--- config.mk ---
export PLATFORM = sky130hd
export DESIGN_NAME = watch_timekeeper
export DESIGN_NICKNAME = d
export VERILOG_FILES = /design/src/rtl/watch_timekeeper.sv
export SDC_FILE = /design/constraint.sdc
export NUM_CORES = 1
export LEC_CHECK = 0
export BUFFER_PORTS_ARGS = -buffer_cell sky130_fd_sc_hd__buf_2
export CAP_MARGIN = 5
export CORE_ASPECT_RATIO = 1.1
export CORE_MARGIN = 4
export CORE_UTILIZATION = 42
export CTS_CLUSTER_DIAMETER = 30
export DETAILED_ROUTE_END_ITERATION = 7
export PLACE_DENSITY = 0.68
export REMOVE_ABC_BUFFERS = 1
export SYNTH_ARGS = -nofsm -noshare
export SYNTH_HDL_FRONTEND = slang
export SYNTH_SLANG_ARGS = --single-unit
--- constraint.sdc ---
create_clock -name Clk_1sec -period 2.1 [get_ports Clk_1sec]
set_clock_uncertainty 0.1 [all_clocks]
set_input_delay 0.42 -clock Clk_1sec [delete_from_list [all_inputs] [get_ports Clk_1sec]]
set_output_delay 0.42 -clock Clk_1sec [all_outputs]
set_load 0.05 [all_outputs]
--- src/rtl/watch_timekeeper.sv ---
// watch_timekeeper: prescaled hh:mm:ss time-of-day counter with range-checked load,
// 12/24h display and day-rollover pulse; define WATCH_ALARM_EN to add the hh:mm alarm.
module watch_timekeeper #(
  parameter int TICKS_PER_SEC = 1,
  parameter int PRE_W = 20
) (
  input  logic       Clk_1sec,
  input  logic       reset,
  input  logic       clock_enable,
  input  logic       mode_12h,
  input  logic       set_valid,
  input  logic [5:0] set_sec,
  input  logic [5:0] set_min,
  input  logic [5:0] set_hour,
`ifdef WATCH_ALARM_EN
  input  logic       alarm_set,
  input  logic [5:0] alarm_min,
  input  logic [5:0] alarm_hour,
  input  logic       alarm_arm,
  input  logic       alarm_clr,
  output logic       alarm,
`endif
  output logic       set_err,
  output logic [5:0] seconds,
  output logic [5:0] minutes,
  output logic [5:0] hours,
  output logic       pm,
  output logic       day_tick
);
  localparam logic [PRE_W-1:0] PRE_TC = PRE_W'(TICKS_PER_SEC - 1);
  logic [PRE_W-1:0] pre, pre_n;
  logic [5:0] sec, min, hr24, sec_n, min_n, hr_n;
  logic sec_tick, set_ok, sec_wrap, min_wrap, rollover;
  always_comb begin
    sec_tick = clock_enable && pre == PRE_TC;
    set_ok = set_valid && set_sec <= 6'd59 && set_min <= 6'd59 && set_hour <= 6'd23;
    sec_wrap = sec == 6'd59;
    min_wrap = sec_wrap && min == 6'd59;
    rollover = min_wrap && hr24 == 6'd23;
    pre_n = (set_ok || sec_tick) ? '0 : clock_enable ? pre + PRE_W'(1) : pre;
    sec_n = set_ok ? set_sec : !sec_tick ? sec : sec_wrap ? 6'd0 : sec + 6'd1;
    min_n = set_ok ? set_min : !(sec_tick && sec_wrap) ? min : min == 6'd59 ? 6'd0 : min + 6'd1;
    hr_n = set_ok ? set_hour : !(sec_tick && min_wrap) ? hr24 : hr24 == 6'd23 ? 6'd0 : hr24 + 6'd1;
  end
  always_ff @(posedge Clk_1sec or negedge reset)
    if (!reset) begin
      pre <= '0;
      sec <= '0;
      min <= '0;
      hr24 <= '0;
      set_err <= 1'b0;
      day_tick <= 1'b0;
    end else begin
      pre <= pre_n;
      sec <= sec_n;
      min <= min_n;
      hr24 <= hr_n;
      set_err <= set_valid && !set_ok;
      day_tick <= sec_tick && !set_ok && rollover;
    end
  // 12h view is suppressed while reset is held so all outputs read zero
  assign seconds = sec;
  assign minutes = min;
  assign pm = hr24 >= 6'd12;
  assign hours = !reset ? 6'd0 : !mode_12h ? hr24 : hr24 == 6'd0 ? 6'd12 : hr24 > 6'd12 ? hr24 - 6'd12 : hr24;
`ifdef WATCH_ALARM_EN
  logic [5:0] al_min, al_hr;
  logic al_hit;
  assign al_hit = alarm_arm && (set_ok || sec_tick) && sec_n == 6'd0 && min_n == al_min && hr_n == al_hr;
  always_ff @(posedge Clk_1sec or negedge reset)
    if (!reset) begin
      al_min <= '0;
      al_hr <= '0;
      alarm <= 1'b0;
    end else begin
      if (alarm_set && alarm_min <= 6'd59 && alarm_hour <= 6'd23) begin
        al_min <= alarm_min;
        al_hr <= alarm_hour;
      end
      alarm <= al_hit ? 1'b1 : alarm_clr ? 1'b0 : alarm;
    end
`endif
endmodule

# After elaboration in Yosys (flattened, before gate mapping)
# Cells that the tools add are included.
dict set report totals {
  reg_bits 40
  in_bits 23
  output_inout_bits 21
  wordCells 53
}
dict set report op_classes {
  n_addsub 5
  magnitude_cmp 5
  eq_ne 3
  mux 15
  reduce_logical 19
}
# cell n
set ops {}
lappend ops {{2-to-1 mux 6 bit} 13}
lappend ops {{2-to-1 mux 20 bit} 2}
lappend ops {{adder 20 x 1 -> 20 bit (second input constant)} 1}
lappend ops {{zero test 20 bit} 1}
lappend ops {{adder 6 x 1 -> 6 bit (second input constant)} 3}
lappend ops {{equality test 6 bit (second input constant)} 2}
lappend ops {{less-or-equal comparator 6 bit (second input constant)} 2}
lappend ops {{logical AND 1 bit} 11}
lappend ops {{nonzero test 2 bit} 4}
lappend ops {{equality test 6 x 5 -> 1 bit (second input constant)} 1}
lappend ops {{greater-or-equal comparator 6 x 4 -> 1 bit (second input constant)} 1}
lappend ops {{> comparator 6 x 4 -> 1 bit (second input constant)} 1}
lappend ops {{less-or-equal comparator 6 x 5 -> 1 bit (second input constant)} 1}
lappend ops {{zero test 6 bit} 1}
lappend ops {{subtractor 6 x 4 -> 6 bit (second input constant)} 1}
lappend ops {{zero test 1 bit} 1}
lappend ops {{logical OR 1 bit} 1}

# Longest topological paths before layout
# Gate-level depths: netlist of run 1.
dict set report logic_depth {
  ltp_word 7
  depth_mapped 9
  ltp_nobuf 7
}

# Worst setup path after synthesis of run 1
# No wires, ideal clock.
dict set report synth_path {
  path_kind {register -> output}
  start {reg hr24[2]}
  end {out hours[2]}
  arrival_ps 2095
  required_time_ps 1580
  path_slack_ps -515
  path_stages_with_launch 6
  path_buffers 0
  cell_sequence {dfrtp_1 ha_1 nor2b_1 o31ai_1 o21ai_0 a31oi_1}
}
dict set report synth_between {
  elab_chain_cells 5
  elab_cells_between_ends 7
  classes_between {add/sub: 1; order compare: 1; mux: 4; reduce/logical: 1}
}
# element line
set synth_lines {}
lappend synth_lines {{start, declared} 32} ;# logic [5:0] sec, min, hr24, sec_n, min_n, hr_n;
lappend synth_lines {{start signal, assigned} 57} ;# hr24 <= hr_n;
lappend synth_lines {{subtractor 6 x 4 -> 6 bit / > comparator 6 x 4 -> 1 bit (equally long branches)} 65} ;# assign hours = !reset ? 6'd0 : !mode_12h ? hr24 : hr24 == 6'd0 ? 6'd12 : hr24 > 6'd12 ? hr24 - 6'd12 : hr24;
lappend synth_lines {{2-to-1 mux 6 bit (2 in a row)} 65}
lappend synth_lines {{2-to-1 mux 6 bit (*) (2 in a row)} 65}
lappend synth_lines {{end, declared} 26} ;# output logic [5:0] hours,
# Every way passes the cells marked *; elsewhere a longest branch is shown, timed or not.

# Worst setup path in the final report of run 1
dict set report layout_path {
  start {reg hr24[3]}
  end {out hours[5]}
}
dict set report layout_between {
  elab_chain_cells 5
  elab_cells_between_ends 7
  classes_between {add/sub: 1; order compare: 1; mux: 4; reduce/logical: 1}
}
# element line
set layout_lines {}
lappend layout_lines {{subtractor 6 x 4 -> 6 bit / > comparator 6 x 4 -> 1 bit (equally long branches)} 65}
lappend layout_lines {{2-to-1 mux 6 bit} 65}
lappend layout_lines {{2-to-1 mux 6 bit (*) (3 in a row)} 65}
# Marks and branches as above.

==> results.toml, run 1 <==
[status]
status = "finished with violations"
violations = "setup timing"

[critical_path]
reg2reg_depth = 7
cp.required_ns = 1.58
critPathMaxFanout = 2
reg2reg_to = "hr24[0]"
startpoint = "hr24[3]"
max_stage_delay_ns = 0.39
rrSetupSlack_ns = -0.13
timing.rr.start = "pre[1]"
cp-endpoint = "hours[5]"
startpoint_type = "flip-flop"
cp_slowest_cell = "dfrtp_1"
cp.arrival_ns = 1.97
criticalPathCategory = "flip-flop to primary output"
endpoint_kind = "primary output"
path_cells = "ha_2 -> nor2b_4 -> o31ai_4 -> buf_4 -> a211oi_2 -> xor2_1 -> and3_1 -> buf_6"

[synthesis]
synthFlopType = "dfrtp_1"
synth_top_cell_by_area = "dfrtp_1"
yosys_warnings = 0
ys_seq_area_share_pct = 40.5
netlist_top_cells_count = "43 x nor2_1, 40 x dfrtp_1, 17 x o21ai_0"
netlist.area_leader.share_pct = 40.5
synthCells = 278
syn_avg_cell_area_um2 = 8.88
ys_seq_elements = 40
yosysUniqueCellTypes = 45
yosysMostFrequentCell = "nor2_1"
synth_edf_count = 0
synth_area_mm2 = 0.00247
synth_area_leaders = "dfrtp_1 41%, nor2_1 6.5%, ha_1 4.6%"
async_reset_ff_share_pct = 100

[clocking]
clk-insertion-delay-late_ns = 0.30
cts_made_buffers = 5
cts.sinks = 40
cts_buffer_depth = 2
root_buffer = "clkbuf_8"
path_clk_slew_ns = 0.08
cts_tree = "yes"
cts-htree-levels = 2

[die]
rows = 29
ioPinCount = 44
start_util_pct = 43.1
die_h_um = 88.4
dieArea_mm2 = 0.00717
die_w_um = 81.1
coreArea_mm2 = 0.00573

[global_routing]
track_usage_pct = 19.7
antenna_found_initial = 0
first_global_vias = 2487
grt_max_degree = 38
grt_pass1_wl_mm = 11.1
grt_overflow = 0

[drt]
drt_iter0_drc = 115
postRouteAntennaNets = 0
drcViolationCount = 0
dr.pass1.iters = 4
wl_per_cell_um = 15.5
vias = 2560
wirelength_mm = 7.25
via_per_inst = 5.48

[final_layout]
final_core_util_pct = 64.1
final_layout_size_suffix_gt1_share_pct = 43.3
nets = 421
diodes = 0
syn2layout_area_growth_pct = 48.8

[sta]
setup_viol = 14
min_period_ns = 2.49
drv_slew = 0
fin_crit_sh_pct = 118
finalHoldViolCount = 0
max_freq_mhz = 402
rsz0062_at_grt = "yes"
worst_slack_ns = -0.386
slew_headroom_pct = 68.6
tightest_slew_ns = 0.471

[power]
power_w = 0.00332
p_per_area_mw_per_mm2 = 902
vdd_drop_max_v = 0.000535
power_leakage_nw = 1.65

[place]
place_congestion = 0.884
dp_hpwl_mm = 4.36
portBuffers = 43
post-place-ws_ns = -0.310

[flow_run]
cap_violations = 0

[hold_path]
hp-class = "input pin to asynchronous set/reset pin"
## timing repair
action                                 CTS  global route
setup endpoints to repair               41            44
hold buffers                             1             0
cloned                                   2             1
endpoints found under the hold margin    3             0
resized for setup                       48            35
setup buffers                           13            12
pin swaps                               25            24
## logic make-up after synthesis
| family | after synthesis | synth area share, % |
|---|---|---|
| flip-flops | 40 | 40.5 |
| AND/OR/NAND/NOR | 135 | 30.1 |
| adder cells (fa/ha/maj) | 9 | 4.56 |
| AO/OA/AOI/OAI | 47 | 11.2 |
| multiplexers | 3 | 1.22 |
| XOR/XNOR | 19 | 6.74 |
| buffers and inverters | 25 | 5.57 |
## worst min-delay path by stage
stage | start | endpoint | cells past startpoint
floorplan | reset | day_tick | 0
global placement | reset | hr24[2] | 1
detailed placement | reset | hr24[2] | 1
CTS | reset | set_err | 2
global route | set_valid | set_err | 3
finish | reset | minutes[4] | 2
## area by class of cell
class                   instances  area, µm²
flip-flops and latches         40       1000
clock inverters                 2       10.0
repair buffers                116        870
well taps                      77       96.3
inverters                      11       51.3
fillers                       467       2060
clock buffers                   6       82.6
multi-input cells             215       1560
## layer usage
layer | vias to the layer above | wire (µm) | GRT usage (%)
li1 | 1229 | - | -
met1 | 1238 | 2930 | 23.4
met2 | 73 | 3750 | 35.5
met3 | 20 | 347 | 3.97
met4 | 0 | 228 | 6.30
met5 | - | 0 | 0
## cells in the final DEF, fill, tap and decap left out, types with 5 or more instances in the layout
cell | synthesis | routed
buf_6 | 1 | 11
and4_1 | 5 | 5
clkbuf_8 | 2 | 6
dfrtp_1 | 40 | 40
ha_1 | 9 | 5
nand3_1 | 16 | 16
nor2_1 | 43 | 43
a21oi_1 | 7 | 7
nor3_1 | 8 | 6
inv_1 | 11 | 7
o21ai_0 | 17 | 8
o21ai_1 | 0 | 5
xnor2_1 | 7 | 7
buf_2 | 1 | 36
or3_4 | 1 | 7
buf_4 | 1 | 64
nand4_1 | 10 | 10
nand2_1 | 12 | 11
xor2_1 | 12 | 12
a31oi_1 | 16 | 14
## registers in the layout, indices dropped and copies added (netlist names)
signal and count:
hr24 6, pre 20, set_err 1, day_tick 1
minutes 6, seconds 6
## power breakdown
part	leakage, nW	total [W]	switching (W)	internal, W
Combinational	1.09	0.00179	0.00101	0.000773
Sequential	0.507	0.000987	0.0000988	0.000888
Clock	0.0510	0.000542	0.000280	0.000263
Total	1.65	0.00332	0.00139	0.00192
## critical path: cells and delay by family, from the launching register on
| kind | cells | cell delay [ns] |
|---|---|---|
| flops | 1 | 0.39 |
| simple gates | 2 | 0.37 |
| buf+inv | 2 | 0.30 |
| compound gates | 2 | 0.23 |
| fa+ha+maj | 1 | 0.20 |
| xor+xnor | 1 | 0.18 |
## per-stage QoR
stage,std cells,instance area [µm²],TNS [ns],hold WS (ns)
6_report,467,3670,-2.28,0.207
5_1_grt,467,3670,-3.64,0.253
4_1_cts,457,3450,-1.49,0.173
3_5_place_dp,435,3080,-4.49,0.165
3_3_place_gp,435,3080,-3.56,0.166
2_1_floorplan,264,2370,-11.81,0.0244
(Power assumes the default switching activity.)
==> run 2: changes to the inputs <==
- SETUP_SLACK_MARGIN: unset -> 0.5
==> run 2 against run 1 <==
The flow still finishes with violations (setup timing). Largest cell class unchanged. Sequential share of layout area is 3.3 points lower. Setup slack lost 0.053 ns. Core utilization increased by 9.0 points. Power increased by 21%. Combinational power increased by 39%. First-iteration DRC count is 28% higher. Non-clock buffer count increased by 14. Global-route usage up 1.8 points. Highest routed layer unchanged. Sequential power hardly changed.
==> results.toml, run 2 (synthesized netlist as in run 1, its figures left out) <==
[status]
status = "finished with violations"
violations = "setup timing"

[clocking]
root_buffer = "clkbuf_8"
cts-htree-levels = 2
clk-insertion-delay-late_ns = 0.30
cts.sinks = 40
cts_made_buffers = 5
cts_tree = "yes"
cts_buffer_depth = 2
path_clk_slew_ns = 0.08

[drt]
via_per_inst = 5.63
drcViolationCount = 0
wirelength_mm = 8.35
drt_iter0_drc = 147
dr.pass1.iters = 4
wl_per_cell_um = 17.4
postRouteAntennaNets = 0
vias = 2709

[sta]
rsz0062_at_grt = "yes"
drv_slew = 0
setup_viol = 25
tightest_slew_ns = 0.604
min_period_ns = 2.54
fin_crit_sh_pct = 121
finalHoldViolCount = 0
worst_slack_ns = -0.439
slew_headroom_pct = 59.4
max_freq_mhz = 394

[global_routing]
grtUsageMet2_pct = 38.9
met3_usage_pct = 3.77
first_global_vias = 2612
antenna_found_initial = 0
grt_pass1_wl_mm = 12.0
track_usage_pct = 21.5
use_met1_pct = 26.2
grt_max_degree = 38
top_usage_layer = "met2"
grt_overflow = 0

[flow_run]
cap_violations = 0

[final_layout]
diodes = 0
largest_register = "pre"
fillCellCount = 356
final_cell_mix = "51 x buf_4, 39 x dfrtp_1, 35 x buf_6"
final_layout_size_suffix_gt1_share_pct = 51.5
nets = 435
ff_latch_area_mm2 = 0.00100
final_area_mm2 = 0.00419
largest_reg_flops = 20
multi_input_area_mm2 = 0.00178
syn2layout_area_growth_pct = 69.7
final_common_cell = "buf_4"

[critical_path]
path_buf_inv = 2
critPathMaxFanout = 2
cp.arrival_ns = 2.02
criticalPathCategory = "flip-flop to primary output"
cp.required_ns = 1.58
max_stage_delay_ns = 0.45
endpoint_kind = "primary output"
cp_slowest_cell = "dfrtp_1"
cp_top_family = "flip-flops"
startpoint_type = "flip-flop"
path_cells = "ha_4 -> nor2b_4 -> o31ai_4 -> buf_4 -> a211oi_2 -> xor2_1 -> and3_1 -> buf_6"

[power]
p_per_area_mw_per_mm2 = 961
combPwrFrac_pct = 61.6
power.share.sequential_pct = 25.0
p_sw_w = 0.00169
power_frac_clock_pct = 13.4
power_w = 0.00403
internal_power_w = 0.00233
swShare_pct = 42.1
vdd_drop_max_v = 0.000718
power_leakage_nw = 1.80

[die]
coreArea_mm2 = 0.00573
die_w_um = 81.1
start_util_pct = 43.1
rows = 29
die_h_um = 88.4
ioPinCount = 44
dieArea_mm2 = 0.00717

[place]
dp_hpwl_mm = 4.36
placed_area_mm2 = 0.00308
place_congestion = 0.884
portBuffers = 43
post-place-ws_ns = -0.310

[hold_path]
hp-class = "input pin to asynchronous set/reset pin"
[run 2: power by group through the flow]
stage	sequential, W	clock, W	combinational [W]
2_1_floorplan	0.00132	0	0.000532
5_1_grt	0.00102	0.000570	0.00261
3_5_place_dp	0.000994	0	0.00142
3_3_place_gp	0.000985	0	0.00139
4_1_cts	0.000985	0.000557	0.00204
6_report	0.00101	0.000540	0.00248
[run 2: path summary, 6_finish.rpt]
| path | start | cells after the start | end | slack [ns] |
|---|---|---|---|---|
| max | hr24[2] | 8 | hours[5] | -0.44 |
| min | reset | 2 | minutes[4] | 0.19 |
| max reg2reg | hr24[0] | 14 | hr24[3] | -0.23 |
| min reg2reg | pre[19] | 2 | pre[19] | 0.52 |
| max in group asynchronous | reset | 2 | minutes[0] | 1.25 |
| min in group Clk_1sec | set_valid | 3 | set_err | 0.25 |
[run 2: through the flow]
| step | instances | util, % | hold WS (ns) | TNS, ns |
|---|---|---|---|---|
| after CTS | 466 | 67.0 | 0.173 | -1.69 |
| after global routing | 481 | 73.1 | 0.233 | -5.78 |
| after global placement | 435 | 53.7 | 0.166 | -3.56 |
| after detailed placement | 435 | 53.7 | 0.165 | -4.49 |
| final | 481 | 73.1 | 0.185 | -3.21 |
| after floorplan | 264 | - | 0.0244 | -11.81 |
[run 2: final cells by class]
class	instances	area share, %
Timing Repair Buffer	130	27.9
Sequential cell	40	23.9
Multi-Input combinational cell	215	42.5
Clock inverter	2	0.239
Clock buffer	6	1.97
Inverter	11	1.16
Tap cell	77	2.30
[run 2: layer usage]
metal  part of all wire [%]  wire [µm]
met4                    2.9        244
met1                     39       3220
met3                    5.6        468
met2                     53       4420
met5                      0          0
[run 2: timing repair]
| item | in CTS | in global routing |
|---|---|---|
| resized for setup | 115 | 55 |
| hold endpoints to repair | 3 | 0 |
| hold buffers | 1 | 0 |
| cloned | 5 | 0 |
| setup endpoints to repair | 46 | 53 |
| buffers inserted | 17 | 15 |
| pin swaps | 41 | 35 |
==> run 3: changes to the inputs <==
- CORE_UTILIZATION: 42 -> 40
- PLACE_DENSITY: 0.68 -> 0.66
==> run 3 against run 2 <==
Global-route usage decreased by 3.8 points. Core utilization decreased by 6.5 points. Register-to-register slack about the same. Cell area decreased by 6.6%. Flip-flop and latch count unchanged. Die area increased by 4.5%. The flow still finishes with violations (setup timing). Clock-buffer cell count increased by 1. Worst hold slack improved by 0.0070 ns. Power decreased by 8.9%. Via count decreased by 6.3%.
==> results.toml, run 3 (synthesized netlist as in run 1, its figures left out) <==
[status]
violations = "setup timing"
status = "finished with violations"

[power]
power_leakage_nw = 1.69
vdd_drop_max_v = 0.000666
p_per_area_mw_per_mm2 = 937

[sta]
setup_viol = 34
rsz0062_at_grt = "yes"
slew_headroom_pct = 67.9
tightest_slew_ns = 0.478
min_period_ns = 2.40
finalHoldViolCount = 0
worst_slack_ns = -0.296
holdWs_ns = 0.192
drv_slew = 0
max_freq_mhz = 417
fin_crit_sh_pct = 114

[drt]
dr.pass1.iters = 6
wl_met3_um = 330
via_per_inst = 5.43
wl_per_cell_um = 15.2
postRouteAntennaNets = 0
wirelength_mm = 7.10
drt_iter0_drc = 139
drcViolationCount = 0
m1WireLength_mm = 2.95
highest_layer = "met4"
vias = 2539
wl_met2_mm = 3.78

[die]
die_w_um = 82.9
die_h_um = 90.4
coreArea_mm2 = 0.00588
ioPinCount = 44
dieArea_mm2 = 0.00750
start_util_pct = 42.0
rows = 29

[critical_path]
critPathMaxFanout = 2
startpoint = "hr24[3]"
reg2reg_depth = 7
worst-path-stages = 8
max_stage_delay_ns = 0.41
path_buf_inv = 2
endpoint_kind = "primary output"
path_cells = "ha_2 -> nor2b_4 -> o31ai_2 -> buf_4 -> a211oi_2 -> xor2_1 -> and3_1 -> buf_6"
cp.required_ns = 1.58
timing.rr.start = "seconds[1]"
cp_slowest_cell = "dfrtp_1"
cp-endpoint = "hours[5]"
cp.arrival_ns = 1.88
reg2reg_to = "hr24[5]"
criticalPathCategory = "flip-flop to primary output"
cp_top_family = "flip-flops"
rrSetupSlack_ns = -0.24
startpoint_type = "flip-flop"

[global_routing]
first_global_vias = 2457
grt_max_degree = 37
antenna_found_initial = 0
grt_pass1_wl_mm = 11.2
track_usage_pct = 17.6
grt_overflow = 0

[place]
place_congestion = 0.855
dp_hpwl_mm = 4.51
post-place-ws_ns = -0.259
portBuffers = 43
dp.cells = 437
placed_area_mm2 = 0.00310

[clocking]
root_buffer = "clkbuf_8"
path_clk_slew_ns = 0.08
cts_made_buffers = 5
cts_tree = "yes"
clk-insertion-delay-late_ns = 0.29
cts-htree-levels = 2
cts_buffer_depth = 2
cts.sinks = 40

[final_layout]
fin_cells = 468
syn2layout_area_growth_pct = 58.5
final_area_mm2 = 0.00392
final_core_util_pct = 66.6
final_layout_size_suffix_gt1_share_pct = 48.1
largest_register = "pre"
nets = 422
diodes = 0
largest_reg_flops = 20
final_common_cell = "buf_4"
final_cell_mix = "58 x buf_4, 39 x dfrtp_1, 29 x buf_2"

[flow_run]
cap_violations = 0

[hold_path]
hp-class = "input pin to asynchronous set/reset pin"
==> run 3: cell count changes in the layout (fill, tap and decap cells not counted), sizes merged <==
cell      change
buf           -9
clkbuf        -2
clkinv        -2
clkinvlp      +1
or3           -1
==> run 3: worst register-to-register path, cell delays in order, from the launching register on <==
cell      delay [ns]
dfrtp_1         0.38
ha_2            0.20
nand2_2         0.06
or3_4           0.33
or3_4           0.41
buf_6           0.15
or4_4           0.52
a21boi_2        0.14
==> run 3: final cells by class <==
type | count | area, µm²
Clock inverter | 1 | 7.51
Timing Repair Buffer | 118 | 1000
Inverter | 11 | 46.3
Clock buffer | 7 | 86.3
Multi-Input combinational cell | 214 | 1670
Tap cell | 77 | 96.3
Sequential cell | 40 | 1000
Fill cell | 474 | 1960
==> run 3: timing repair <==
action	CTS	global route
pin swaps	28	33
endpoints found under the hold margin	4	0
hold buffers	1	0
resized for setup	54	84
setup endpoints to repair	46	53
setup buffers	6	11
cloned	5	0
==> run 3: per-layer routing <==
layer  track usage, %  up-vias
li1                 -     1233
met1             21.3     1234
met2             31.3       67
met3             4.29        5
met4             4.50        0
met5                0        -
==> run 3: how the worst min path moves through the flow <==
stage	end	slack [ns]	depth (start not counted)
after floorplan	day_tick	0.02	0
after global placement	hr24[2]	0.17	1
after detailed placement	hr24[2]	0.18	1
after CTS	minutes[4]	0.17	2
after global routing	minutes[4]	0.23	2
final	hr24[5]	0.19	2
==> run 3: where the power goes <==
group          internal, W  switching (W)
clock network     0.000267       0.000281
registers         0.000889      0.0000958
logic             0.000988        0.00115
total              0.00214        0.00152
==> run 3: per-stage QoR <==
step	power, W	TNS (ns)
6_report	0.00367	-3.93
3_3_place_gp	0.00239	-3.26
5_1_grt	0.00388	-8.68
4_1_cts	0.00329	-2.08
2_1_floorplan	0.00185	-11.81
3_5_place_dp	0.00243	-3.94
